===== src/rtl/snd_pkg.sv =====
// snd_pkg: shared IRQ state encoding and default sizing
// for the sound command mailbox.
package snd_pkg;

  typedef enum logic [1:0] {
    IDLE     = 2'd0,
    ASSERT   = 2'd1,
    WAIT_ACK = 2'd2
  } irq_state_e;

  localparam int SND_IRQ_HOLD   = 4;
  localparam int SND_FIFO_DEPTH = 4;

endpackage


===== src/rtl/snd_cmd_fifo.sv =====
// snd_cmd_fifo: command queue. SND_CMD_FIFO_EN selects a DEPTH-entry
// FIFO; otherwise a single overwritable register.
module snd_cmd_fifo
  import snd_pkg::*;
#(
  parameter int DEPTH = SND_FIFO_DEPTH
) (
  input  logic       clk_sys,
  input  logic       reset,
  input  logic       push,
  input  logic       pop,
  input  logic [7:0] din,
  output logic [7:0] dout,
  output logic       empty,
  output logic       full
);

`ifdef SND_CMD_FIFO_EN
  localparam int AW = $clog2(DEPTH);
  localparam int CW = $clog2(DEPTH + 1);

  logic [7:0]    mem_q [DEPTH];
  logic [AW-1:0] rd_ptr_q, rd_ptr_d;
  logic [AW-1:0] wr_ptr_q, wr_ptr_d;
  logic [CW-1:0] cnt_q, cnt_d;
  logic          do_pop, do_push;

  // A pop frees a slot, so a push into a full queue is kept then.
  always_comb begin
    do_pop   = pop && (cnt_q != '0);
    do_push  = push && ((cnt_q != CW'(DEPTH)) || do_pop);
    rd_ptr_d = rd_ptr_q + AW'(do_pop);
    wr_ptr_d = wr_ptr_q + AW'(do_push);
    cnt_d    = cnt_q + CW'(do_push) - CW'(do_pop);
  end

  always_ff @(posedge clk_sys) begin
    if (reset) begin
      rd_ptr_q <= '0;
      wr_ptr_q <= '0;
      cnt_q    <= '0;
    end else begin
      rd_ptr_q <= rd_ptr_d;
      wr_ptr_q <= wr_ptr_d;
      cnt_q    <= cnt_d;
    end
  end

  always_ff @(posedge clk_sys) begin
    if (do_push && !reset) mem_q[wr_ptr_q] <= din;
  end

  assign empty = (cnt_q == '0);
  assign full  = (cnt_q == CW'(DEPTH));
  assign dout  = empty ? 8'h00 : mem_q[rd_ptr_q];
`else
  logic [7:0] data_q, data_d;
  logic       valid_q, valid_d;
  logic       unused_depth;

  assign unused_depth = |DEPTH;

  always_comb begin
    data_d  = data_q;
    valid_d = valid_q;
    if (pop) valid_d = 1'b0;
    if (push) begin
      data_d  = din;
      valid_d = 1'b1;
    end
  end

  always_ff @(posedge clk_sys) begin
    if (reset) begin
      data_q  <= 8'h00;
      valid_q <= 1'b0;
    end else begin
      data_q  <= data_d;
      valid_q <= valid_d;
    end
  end

  assign empty = !valid_q;
  assign full  = valid_q;
  assign dout  = valid_q ? data_q : 8'h00;
`endif

endmodule


===== src/rtl/snd_cmd_mailbox.sv =====
// snd_cmd_mailbox: main-to-audio CPU sound latch with IRQ handshake.
// Define SND_CMD_FIFO_EN for a FIFO_DEPTH-deep command queue.
module snd_cmd_mailbox
  import snd_pkg::*;
#(
  parameter int IRQ_HOLD   = SND_IRQ_HOLD,
  parameter int FIFO_DEPTH = SND_FIFO_DEPTH
) (
  input  logic       clk_sys,
  input  logic       reset,
  input  logic       acpu_clk_en,
  input  logic       wr_stb,
  input  logic [7:0] wr_data,
  input  logic       rd_stb,
  output logic [7:0] rd_data,
  output logic       irq_n,
  output logic       pending,
  output logic       overflow
);

  localparam int HW = $clog2(IRQ_HOLD + 1);

  irq_state_e    state_q, state_d;
  logic [HW-1:0] hold_q, hold_d;
  logic          irq_n_q, irq_n_d;
  logic          ovf_q, ovf_d;
  logic          empty, full;

  snd_cmd_fifo #(
    .DEPTH(FIFO_DEPTH)
  ) u_fifo (
    .clk_sys(clk_sys),
    .reset  (reset),
    .push   (wr_stb),
    .pop    (rd_stb),
    .din    (wr_data),
    .dout   (rd_data),
    .empty  (empty),
    .full   (full)
  );

  // An IDLE tick coinciding with an ack waits one tick so the
  // IRQ never fires for a command popped in that same cycle.
  always_comb begin
    state_d = state_q;
    hold_d  = hold_q;
    irq_n_d = irq_n_q;
    ovf_d   = ovf_q | (wr_stb && full && !rd_stb);
    unique case (state_q)
      IDLE: begin
        if (acpu_clk_en && !empty && !rd_stb) begin
          state_d = ASSERT;
          irq_n_d = 1'b0;
          hold_d  = '0;
        end
      end
      ASSERT: begin
        if (rd_stb) begin
          state_d = IDLE;
          irq_n_d = 1'b1;
        end else if (acpu_clk_en) begin
          if (hold_q == HW'(IRQ_HOLD - 1)) begin
            state_d = WAIT_ACK;
            irq_n_d = 1'b1;
          end else begin
            hold_d = hold_q + 1'b1;
          end
        end
      end
      WAIT_ACK: begin
        if (rd_stb) state_d = IDLE;
      end
      default: begin
        state_d = IDLE;
        irq_n_d = 1'b1;
      end
    endcase
  end

  always_ff @(posedge clk_sys) begin
    if (reset) begin
      state_q <= IDLE;
      hold_q  <= '0;
      irq_n_q <= 1'b1;
      ovf_q   <= 1'b0;
    end else begin
      state_q <= state_d;
      hold_q  <= hold_d;
      irq_n_q <= irq_n_d;
      ovf_q   <= ovf_d;
    end
  end

  assign irq_n    = irq_n_q;
  assign pending  = !empty;
  assign overflow = ovf_q;

endmodule


===== config.mk =====
export PLATFORM = sky130hd
export DESIGN_NAME = snd_cmd_mailbox
export DESIGN_NICKNAME = d
export VERILOG_FILES = /design/src/rtl/snd_pkg.sv /design/src/rtl/snd_cmd_fifo.sv /design/src/rtl/snd_cmd_mailbox.sv
export SDC_FILE = /design/constraint.sdc
export NUM_CORES = 1
export LEC_CHECK = 0
export ABC_AREA = 1
export ABC_CLOCK_PERIOD_IN_PS = 2000
export BUFFER_PORTS_ARGS = -buffer_cell sky130_fd_sc_hd__buf_2
export CAP_MARGIN = 25
export CORE_UTILIZATION = 50
export DETAILED_ROUTE_END_ITERATION = 8
export HOLD_SLACK_MARGIN = 0.1
export PLACE_DENSITY = 0.79
export SLEW_MARGIN = 20
export SYNTH_ARGS = -nofsm -noshare
export SYNTH_HDL_FRONTEND = slang
export SYNTH_SLANG_ARGS = --single-unit

===== constraint.sdc =====
create_clock -name clk_sys -period 2 [get_ports clk_sys]
set_clock_uncertainty 0.1 [all_clocks]
set_input_delay 0.1 -clock clk_sys [delete_from_list [all_inputs] [get_ports clk_sys]]
set_output_delay 0.1 -clock clk_sys [all_outputs]
set_load 0.005 [all_outputs]

==> results of run 1 <==
==> worst max-delay path, delay by kind of cell <==
kind / cells / cell delay, ns
AO/OA/AOI/OAI: 1 / 0.15
buffers and inverters: 4 / 1.48
AND/OR/NAND/NOR: 1 / 0.09
==> final timing paths <==
check / start / end / cells after the start
max: reset / u_fifo.data_q[2]$_SDFFE_PP0P_ / 6
min: acpu_clk_en / state_q[0]$_SDFFE_PP0P_ / 4
max reg2reg: u_fifo.full$_SDFFE_PP0P_ / u_fifo.full$_SDFFE_PP0P_ / 4
min reg2reg: irq_n$_SDFFE_PP1P_ / irq_n$_SDFFE_PP1P_ / 2
==> cells in the final DEF, fill, tap and decap left out, types with 2 or more instances in the layout <==
master         netlist  layout
nor2_1              26      26
buf_2                3      23
nand2_1             21      21
nand2_2              2       2
a21oi_1              4       4
nand3_2              2       2
dlygate4sd3_1        0      12
dfxtp_1             16      16
nor3_1               2       2
ha_1                 2       2
inv_1               13      13
o21ai_0             10      10
clkbuf_4             0       3
==> cell families (layout without fill, tap and decap cells) <==
family	after synthesis	after routing	share of synthesized area [%]
AO/OA/AOI/OAI	15	15	10.4
adder cells (fa/ha/maj)	2	2	3.40
buffers and inverters	18	54	9.69
flip-flops	16	16	43.5
AND/OR/NAND/NOR	56	56	33.0
==> through the flow <==
| stage | hold WS [ns] | utilization, % |
|---|---|---|
| 2_1_floorplan | 0.0691 | - |
| 3_3_place_gp | 0.222 | 64.6 |
| 3_5_place_dp | 0.230 | 64.6 |
| 4_1_cts | 0.104 | 75.3 |
| 5_1_grt | 0.137 | 75.3 |
| 6_report | 0.108 | 75.3 |
==> Yosys cell counts (all sizes together) <==
| cell | instances | area [sq um] |
|---|---|---|
| inv | 14 | 52.6 |
| nand3b | 1 | 7.51 |
| nor2 | 27 | 109 |
| a21oi | 4 | 20.0 |
| nand3 | 3 | 25.0 |
| buf | 3 | 15.0 |
| clkinv | 1 | 3.75 |
| ha | 2 | 25.0 |
| a31oi | 1 | 6.26 |
| dfxtp | 16 | 320 |
| nand2 | 23 | 91.3 |
| o21ai | 10 | 50.1 |
| nor3 | 2 | 10.0 |
==> layer usage <==
layer / up-vias / wire length [um]
met1: 351 / 832
li1: 403 / -
met5: - / 0
met4: 0 / 27
met2: 21 / 908
met3: 4 / 64
==> area by class of cell <==
class                      instances  area, sq um
tap                               15         18.8
inverter                          15         56.3
sequential                        16          320
timing repair buffer              36          243
clock buffer                       3         22.5
fill                              95          329
multi-input combinational         73          344
==> sequential cells by signal (all words and copies together) (netlist names) <==
signal,cells
irq_n,1
overflow,1
hold_q,3
u_fifo.data_q,8
u_fifo.full,1
state_q,2
==> repair_timing <==
item	in CTS	in global routing
hold buffers	12	0
endpoints found under the hold margin	13	0
resized for setup	0	0
==> power by group <==
part / internal (mW) / switching (mW) / total, mW
combinational: 0.0493 / 0.0519 / 0.101
clock: 0.0698 / 0.0978 / 0.168
sequential: 0.336 / 0.00945 / 0.346
total: 0.456 / 0.159 / 0.615
==> metrics.md, run 1 <==
| Metric | Value |
|---|---|
| Status | finished clean |
| Post-Route WL | 1830 um |
| CTS tree | yes |
| Setup ws final | 0.312 ns |
| Detailed-route via count | 779 |
| Die Area | 0.00163 sq mm |
| Total track usage | 27.4% |
| Peak supply drop | 0.000414 V |
| Final period util | 84.4% |
| Minimum clock period | around 1.7 ns |
| Final Net Count | 160 |
| CTS Buf Count | 3 |
| Num ports | 24 |
| Static leakage | between 0.5 and 0.6 nW |
| Clk Latency, worst-skew pair | roughly 0.28 ns |
| Synthesized flop and latch total | 16 |
| Critical Path Most Common Cell | dlygate4sd3_1 |
| Net count after synthesis | 122 |
| Final setup viols | 0 |
| Synth Instances | 107 |
| Clk sinks | 16 |
| PwrDens | between 600 and 700 mW/mm^2 |
| Post-route ant nets | 0 |
| Cell total after placement | 143 |
| Row cnt | 13 |
| CP endpoint kind | register |
| Met1 GRT Util | 33.3% |
| Antenna cells | 0 |
| Worst path max stage delay | 0.55 ns |
| WP data arrival | 1.82 ns |
| Vias in the first global route | 705 |
| Register area share after synthesis | about 44% |
| Total Power | 615 uW |
| Yosys Warn Count | 0 |
| Final count of hold timing violations | 0 |
| Overflow after GRT | 0 |
| Post-route DRC | 0 |
| Met3 Track Usage GR | 6.67% |
| Achievable Freq | 592 MHz |
| Final HPWL DP | 1110 um |
| Routability cong. | roughly 0.75 |
| Worst Max-Slew Pin Slew | 0.298 ns |
| Max Cap Viol | 0 |
| Slowest stage cell, crit path | dlygate4sd3_1 |
| First-pass GRT wire length | 2880 um |
| Syn_area_per_cell | ~6.9 sq um |
| Design Area, Final | 0.00100 sq mm |
| Die width | 40.4 um |
| Hold Path Class | in -> reg |
| Non-Filler Instances | 158 |
| Effective utilization at floorplan | 55.2% |
| Final Slew Violations | 0 |
| Setup repair bufs after CTS | 0 |
| DRT iter0 DRCs | 18 |
| CP cell instances | dlygate4sd3_1 > buf_2 > inv_1 > o21ai_0 > nor2_1 > dlygate4sd3_1 |
| WL per Instance | approximately 12 um |
| CTS H-tree depth | 1 |
| Mapped cell area | 736 sq um |
| Worst Path Required | 2.13 ns |
| Largest net degree at the start of global routing | 12 |
| Gr busiest metal | met2 |
| Clk buf depth | 2 |
| Clock transition at the registers of the reported paths | 0.09 ns |
| GR Util met2 | 44.4% |
| Max-slew headroom | about four fifths |
| Unrepaired setup endpoints after global routing | no |
| Antenna violations before repair | 0 |
| Critical Path Source Type | input port |
| DR pass1 iterations | 4 |
| Layout cells sized above 1 | 23.1% |
| Setup TNS | 0 ns |
| IO Port Bufs | 23 |
| Area of the core | 0.00133 sq mm |
| DR vias/cell | 4.93 |
| Area grow syn2layout | 36.6% |
| Worst Path Max Fanout | 11 |
| Pre-CTS setup slack | 0.576 ns |
| Root Buffer | clkbuf_4 |
| Critical path class | in -> reg |
| Post-DP Area | 862 sq um |
| Netlist cell types | 17 |
| Flop-to-flop setup slack | 0.52 ns |
| Die boundary height | 40.4 um |
No activity file was read; power rests on OpenSTA's default activity.
==> inputs of run 2 (changes only) <==
- ABC_CLOCK_PERIOD_IN_PS: 2000 -> 1400
- CORE_UTILIZATION: 50 -> 43
- PLACE_DENSITY: 0.79 -> 0.72
- clock period: 2 -> 1.4 ns (I/O delays scaled with it)
==> run 2 against run 1 <==
The run now ends with design-rule violations left. Global-route usage is 4.3 points lower. Sequential power is 43% higher. Via count up 3.5%. First-iteration DRC count is 11% higher. Clock power is 86% higher. Routed wire length increased by 5.0%.
==> metrics.md, run 2 (same netlist as run 1, synthesis figures left out) <==
| Metric | Value |
|---|---|
| WL per Instance | approximately 11 um |
| Antenna violations before repair | 0 |
| Layout cells sized above 1 | 26.1% |
| Non-Filler Instances | between 150 and 200 |
| Post-DP Area | about 860 sq um |
| Die Area | about 0.0019 sq mm |
| Area grow syn2layout | 55.3% |
| Final HPWL DP | approximately 1100 um |
| Antenna cells | 0 |
| Vias in the first global route | 735 |
| WP data arrival | 1.45 ns |
| Status | finished with violations |
| Design Area, Final | between 0.001 and 0.0015 sq mm |
| Post-route ant nets | 0 |
| Combinational group share of total power | 17.3% |
| Biggest regs | u_fifo.data_q (8), hold_q (3), state_q (2) |
| Post-route DRC | 1 |
| Peak supply drop | between 0.0006 and 0.0007 V |
| Flop-to-flop setup slack | 0.06 ns |
| Area of the core | 0.00156 sq mm |
| Largest register FFs | 8 |
| Effective utilization at floorplan | a little under half |
| Cell total after placement | 144 |
| Unrepaired setup endpoints after global routing | yes |
| Clk pwr share | 31.9% |
| Die width | 43.4 um |
| DR vias/cell | 4.77 |
| Minimum clock period | 1.36 ns |
| Sw frac | 25.1% |
| Die boundary height | 43.4 um |
| Failing checks | design-rule violations |
| Overflow after GRT | 0 |
| Static leakage | 0.593 nW |
| Num ports | 24 |
| Largest net degree at the start of global routing | 12 |
| Clk buf depth | 2 |
| Max Cap Viol | 0 |
| Row cnt | 14 |
| Reg with most FFs | u_fifo.data_q |
| Commonest non-fill, non-tap cell in the layout | nor2_1 |
| Total Power | 976 uW |
| Clk Latency, worst-skew pair | ~0.28 ns |
| Critical path class | in -> reg |
| Sw power | 245 uW |
| Most frequent cells in the layout | nor2_1, buf_2, nand2_1 |
| DR pass1 iterations | 8 |
| Final Slew Violations | 0 |
| Hold Path Class | in -> reg |
| Post-Route WL | 1920 um |
| Final setup viols | 0 |
| Root Buffer | clkbuf_4 |
| PwrDens | 854 mW/mm^2 |
| Critical Path Source Type | input port |
| DRT iter0 DRCs | 20 |
| Final Net Count | 169 |
| Achievable Freq | 733 MHz |
| IO Port Bufs | 23 |
| Worst Max-Slew Pin Slew | about 0.26 ns |
| First-pass GRT wire length | between 3000 and 4000 um |
| Total track usage | 23.0% |
| CP endpoint kind | register |
| Routability cong. | 0.862 |
| Final count of hold timing violations | 0 |
| Int Pwr | 730 uW |
| Final period util | 97.5% |
| CTS Buf Count | 3 |
| Detailed-route via count | slightly above 800 |
| Clk sinks | 16 |
| Worst Path Required | 1.48 ns |
| Worst Path Max Fanout | 1 |
| CTS H-tree depth | 1 |
| Clock transition at the registers of the reported paths | 0.10 ns |
| Max-slew headroom | slightly above 80% |
| CTS tree | yes |
| Fillcell total | 122 |
| Part of the power in registers | 50.8% |
[run 2: timing repair]
item,4_1_cts,5_1_grt
gates resized for setup,0,8
endpoints found under the hold margin,14,0
setup endpoints to repair,0,5
buffers inserted,0,1
hold buffers,20,0
[run 2: worst paths after layout]
check | end | cells past startpoint | from
hold reg to reg | irq_n$_SDFFE_PP1P_ | 2 | irq_n$_SDFFE_PP1P_
setup / recovery | u_fifo.data_q[7]$_SDFFE_PP0P_ | 5 | wr_data[7]
hold / removal | u_fifo.full$_SDFFE_PP0P_ | 3 | wr_stb
setup reg to reg | hold_q[1]$_SDFFE_PP0P_ | 8 | hold_q[0]$_SDFFE_PP0P_
[run 2: cell type report]
cell class,count,area (sq um),share of cell area [%]
flip-flops and latches,16,323,28.3
repair buffers,45,330,28.9
multi-input cells,73,377,33.0
inverters,15,56.3,4.93
well taps,16,20.0,1.75
clock buffers,4,36.3,3.18
[run 2: stage by stage]
stage | setup WS [ns] | TNS (ns) | utilization (%) | hold slack (ns)
after detailed placement | 0.0127 | 0 | 55.4 | 0.201
final | 0.0350 | 0 | 73.3 | 0.142
after global routing | -0.0232 | -0.0285 | 73.3 | 0.171
after global placement | 0.0668 | 0 | 55.4 | 0.192
after floorplan | 0.100 | 0 | - | 0.0391
after CTS | 0.00339 | 0 | 70.5 | 0.141
[run 2: worst max-delay path: stages]
cell,delay [ns]
dlygate4sd3_1,0.55
buf_2,0.12
nor2_1,0.11
nor2_1,0.06
dlygate4sd3_1,0.54
[run 2: power by group through the flow]
stage	clock network, mW	registers [mW]	logic (mW)
after floorplan	0	0.502	0.0676
after global placement	0	0.503	0.110
after detailed placement	0	0.503	0.112
after CTS	0.318	0.493	0.160
after global routing	0.341	0.498	0.189
final	0.312	0.495	0.169
[run 2: per-layer routing]
metal	global-route usage (%)	up-vias	part of all wire [%]
met2	40.0	23	50
met4	9.38	0	0.78
met1	27.2	357	45
met5	0	-	0
met3	5.42	2	4.0
li1	-	424	-
==> inputs of run 3 (changes only) <==
==> constraint.sdc (replaced) <==
create_clock -name clk_sys -period 1.4 [get_ports clk_sys]
set_clock_uncertainty 0.1 [all_clocks]
set_input_delay 0 -clock clk_sys [delete_from_list [all_inputs] [get_ports clk_sys]]
set_output_delay 0 -clock clk_sys [all_outputs]
set_load 0.005 [all_outputs]
==> run 3 against run 2 <==
The flow still finishes with violations (design-rule violations). Critical path type is now reg -> reg. Highest routed layer unchanged. Maximum frequency increased by 1.5%. Register-to-register slack about the same. Power increased by 0.39%.
==> metrics.md, run 3 (same netlist as run 1, synthesis figures left out) <==
| Metric | Value |
|---|---|
| Total track usage | 22.1% |
| WP data arrival | roughly 1.4 ns |
| CP endpoint kind | register |
| Row cnt | 14 |
| Final count of hold timing violations | 0 |
| Final Slew Violations | 0 |
| Post-DP Area | about 860 sq um |
| Clk buf depth | 2 |
| Biggest regs | u_fifo.data_q (8), hold_q (3), state_q (2) |
| Final Net Count | 170 |
| Post-Route WL | 1860 um |
| Worst Max-Slew Pin Slew | between 0.2 and 0.3 ns |
| Root Buffer | clkbuf_4 |
| Area of the core | between 0.0015 and 0.002 sq mm |
| Setup ws final | 0.0546 ns |
| DR pass1 iterations | 6 |
| Largest net degree at the start of global routing | 12 |
| Final setup viols | 0 |
| Effective utilization at floorplan | 47.2% |
| Total Power | 979 uW |
| Num ports | 24 |
| Max-slew headroom | 83.0% |
| Antenna cells | 0 |
| Hold_ws | 0.352 ns |
| Final period util | 96.1% |
| Overflow after GRT | 0 |
| Die width | around 43 um |
| Max Cap Viol | 0 |
| Failing checks | design-rule violations |
| Final HPWL DP | 1060 um |
| Static leakage | 0.601 nW |
| Critical path class | reg -> reg |
| Minimum clock period | 1.35 ns |
| Area grow syn2layout | 59.9% |
| Design Area, Final | 0.00118 sq mm |
| Non-Filler Instances | 170 |
| Worst Path Required | approximately 1.5 ns |
| Largest register FFs | 8 |
| Clock transition at the registers of the reported paths | 0.10 ns |
| Peak supply drop | 0.000726 V |
| Pre-CTS setup slack | 0.0127 ns |
| Achievable Freq | 743 MHz |
| Hold Path Class | reg -> reg |
| Worst Path Max Fanout | 4 |
| Clk sinks | 16 |
| Unrepaired setup endpoints after global routing | yes |
| Layout cells sized above 1 | between 20% and 30% |
| CTS tree | yes |
| Clk Latency, worst-skew pair | 0.28 ns |
| Final Util | 75.4% |
| Reg with most FFs | u_fifo.data_q |
| Critical Path Source Type | register |
| Routability cong. | 0.862 |
| Vias in the first global route | 756 |
| Post-route DRC | 2 |
| First-pass GRT wire length | 3050 um |
| Antenna violations before repair | 0 |
| CTS H-tree depth | 1 |
| Detailed-route via count | 807 |
| CTS Buf Count | 3 |
| IO Port Bufs | 23 |
| DRT iter0 DRCs | 20 |
| Post-route ant nets | 0 |
| Commonest non-fill, non-tap cell in the layout | nor2_1 |
| PwrDens | 833 mW/mm^2 |
| Cell total after placement | 144 |
| Status | finished with violations |
| Setup TNS | 0 ns |
| DR vias/cell | 4.75 |
| Die boundary height | between 40 and 50 um |
| Die Area | 0.00188 sq mm |
| Most frequent cells in the layout | nor2_1, buf_2, dlygate4sd3_1 |
| WL per Instance | 11.0 um |
==> run 3: cell types whose count changed in the layout (fill, tap and decap cells not counted), moves of 2 or more <==
cell,delta
nand2_1,-3
dfxtp_2,-2
nand2_2,+2
dlygate4sd3_1,+2
==> run 3: routing by layer <==
layer	vias up	wire (um)	part of all wire [%]	global-route usage (%)
met3	2	48	2.6	5.00
li1	426	-	-	-
met1	363	845	45	25.9
met4	0	15	0.80	12.5
met2	16	953	51	37.3
met5	-	0	0	0
==> run 3: what timing repair did <==
action	4_1_cts	5_1_grt
hold endpoints to repair	16	0
buffers inserted	0	0
hold buffers	22	0
setup endpoints to repair	0	5
gates resized for setup	0	13
==> run 3: final timing paths <==
kind,from,endpoint,slack (ns),cells past startpoint
max,hold_q[0]$_SDFFE_PP0P_,hold_q[1]$_SDFFE_PP0P_,0.05,8
min,irq_n$_SDFFE_PP1P_,irq_n$_SDFFE_PP1P_,0.35,2
max reg2reg,hold_q[0]$_SDFFE_PP0P_,hold_q[1]$_SDFFE_PP0P_,0.05,8
min reg2reg,irq_n$_SDFFE_PP1P_,irq_n$_SDFFE_PP1P_,0.35,2
==> run 3: final cells by class <==
cell class | instances | area [sq um]
Inverter | 15 | 56.3
Multi-Input combinational cell | 73 | 397
Timing Repair Buffer | 46 | 343
Tap cell | 16 | 20.0
Clock buffer | 4 | 36.3
Sequential cell | 16 | 324
Fill cell | 111 | 383
==> run 3: where the power goes <==
group / total, mW / switching [mW] / internal, mW / leakage [nW]
combinational: 0.176 / 0.0805 / 0.0951 / 0.448
clock: 0.310 / 0.152 / 0.158 / 0.0210
sequential: 0.493 / 0.0137 / 0.480 / 0.133
==> run 3: critical path, stage by stage (launching register included) <==
cell and delay (ns):
dfxtp_4 0.37, ha_4 0.16, ha_4 0.16, nor2_4 0.11, nand3_4 0.09, nand2_4 0.11, nand2_2 0.06, nand2_2 0.05
nor2_1 0.03
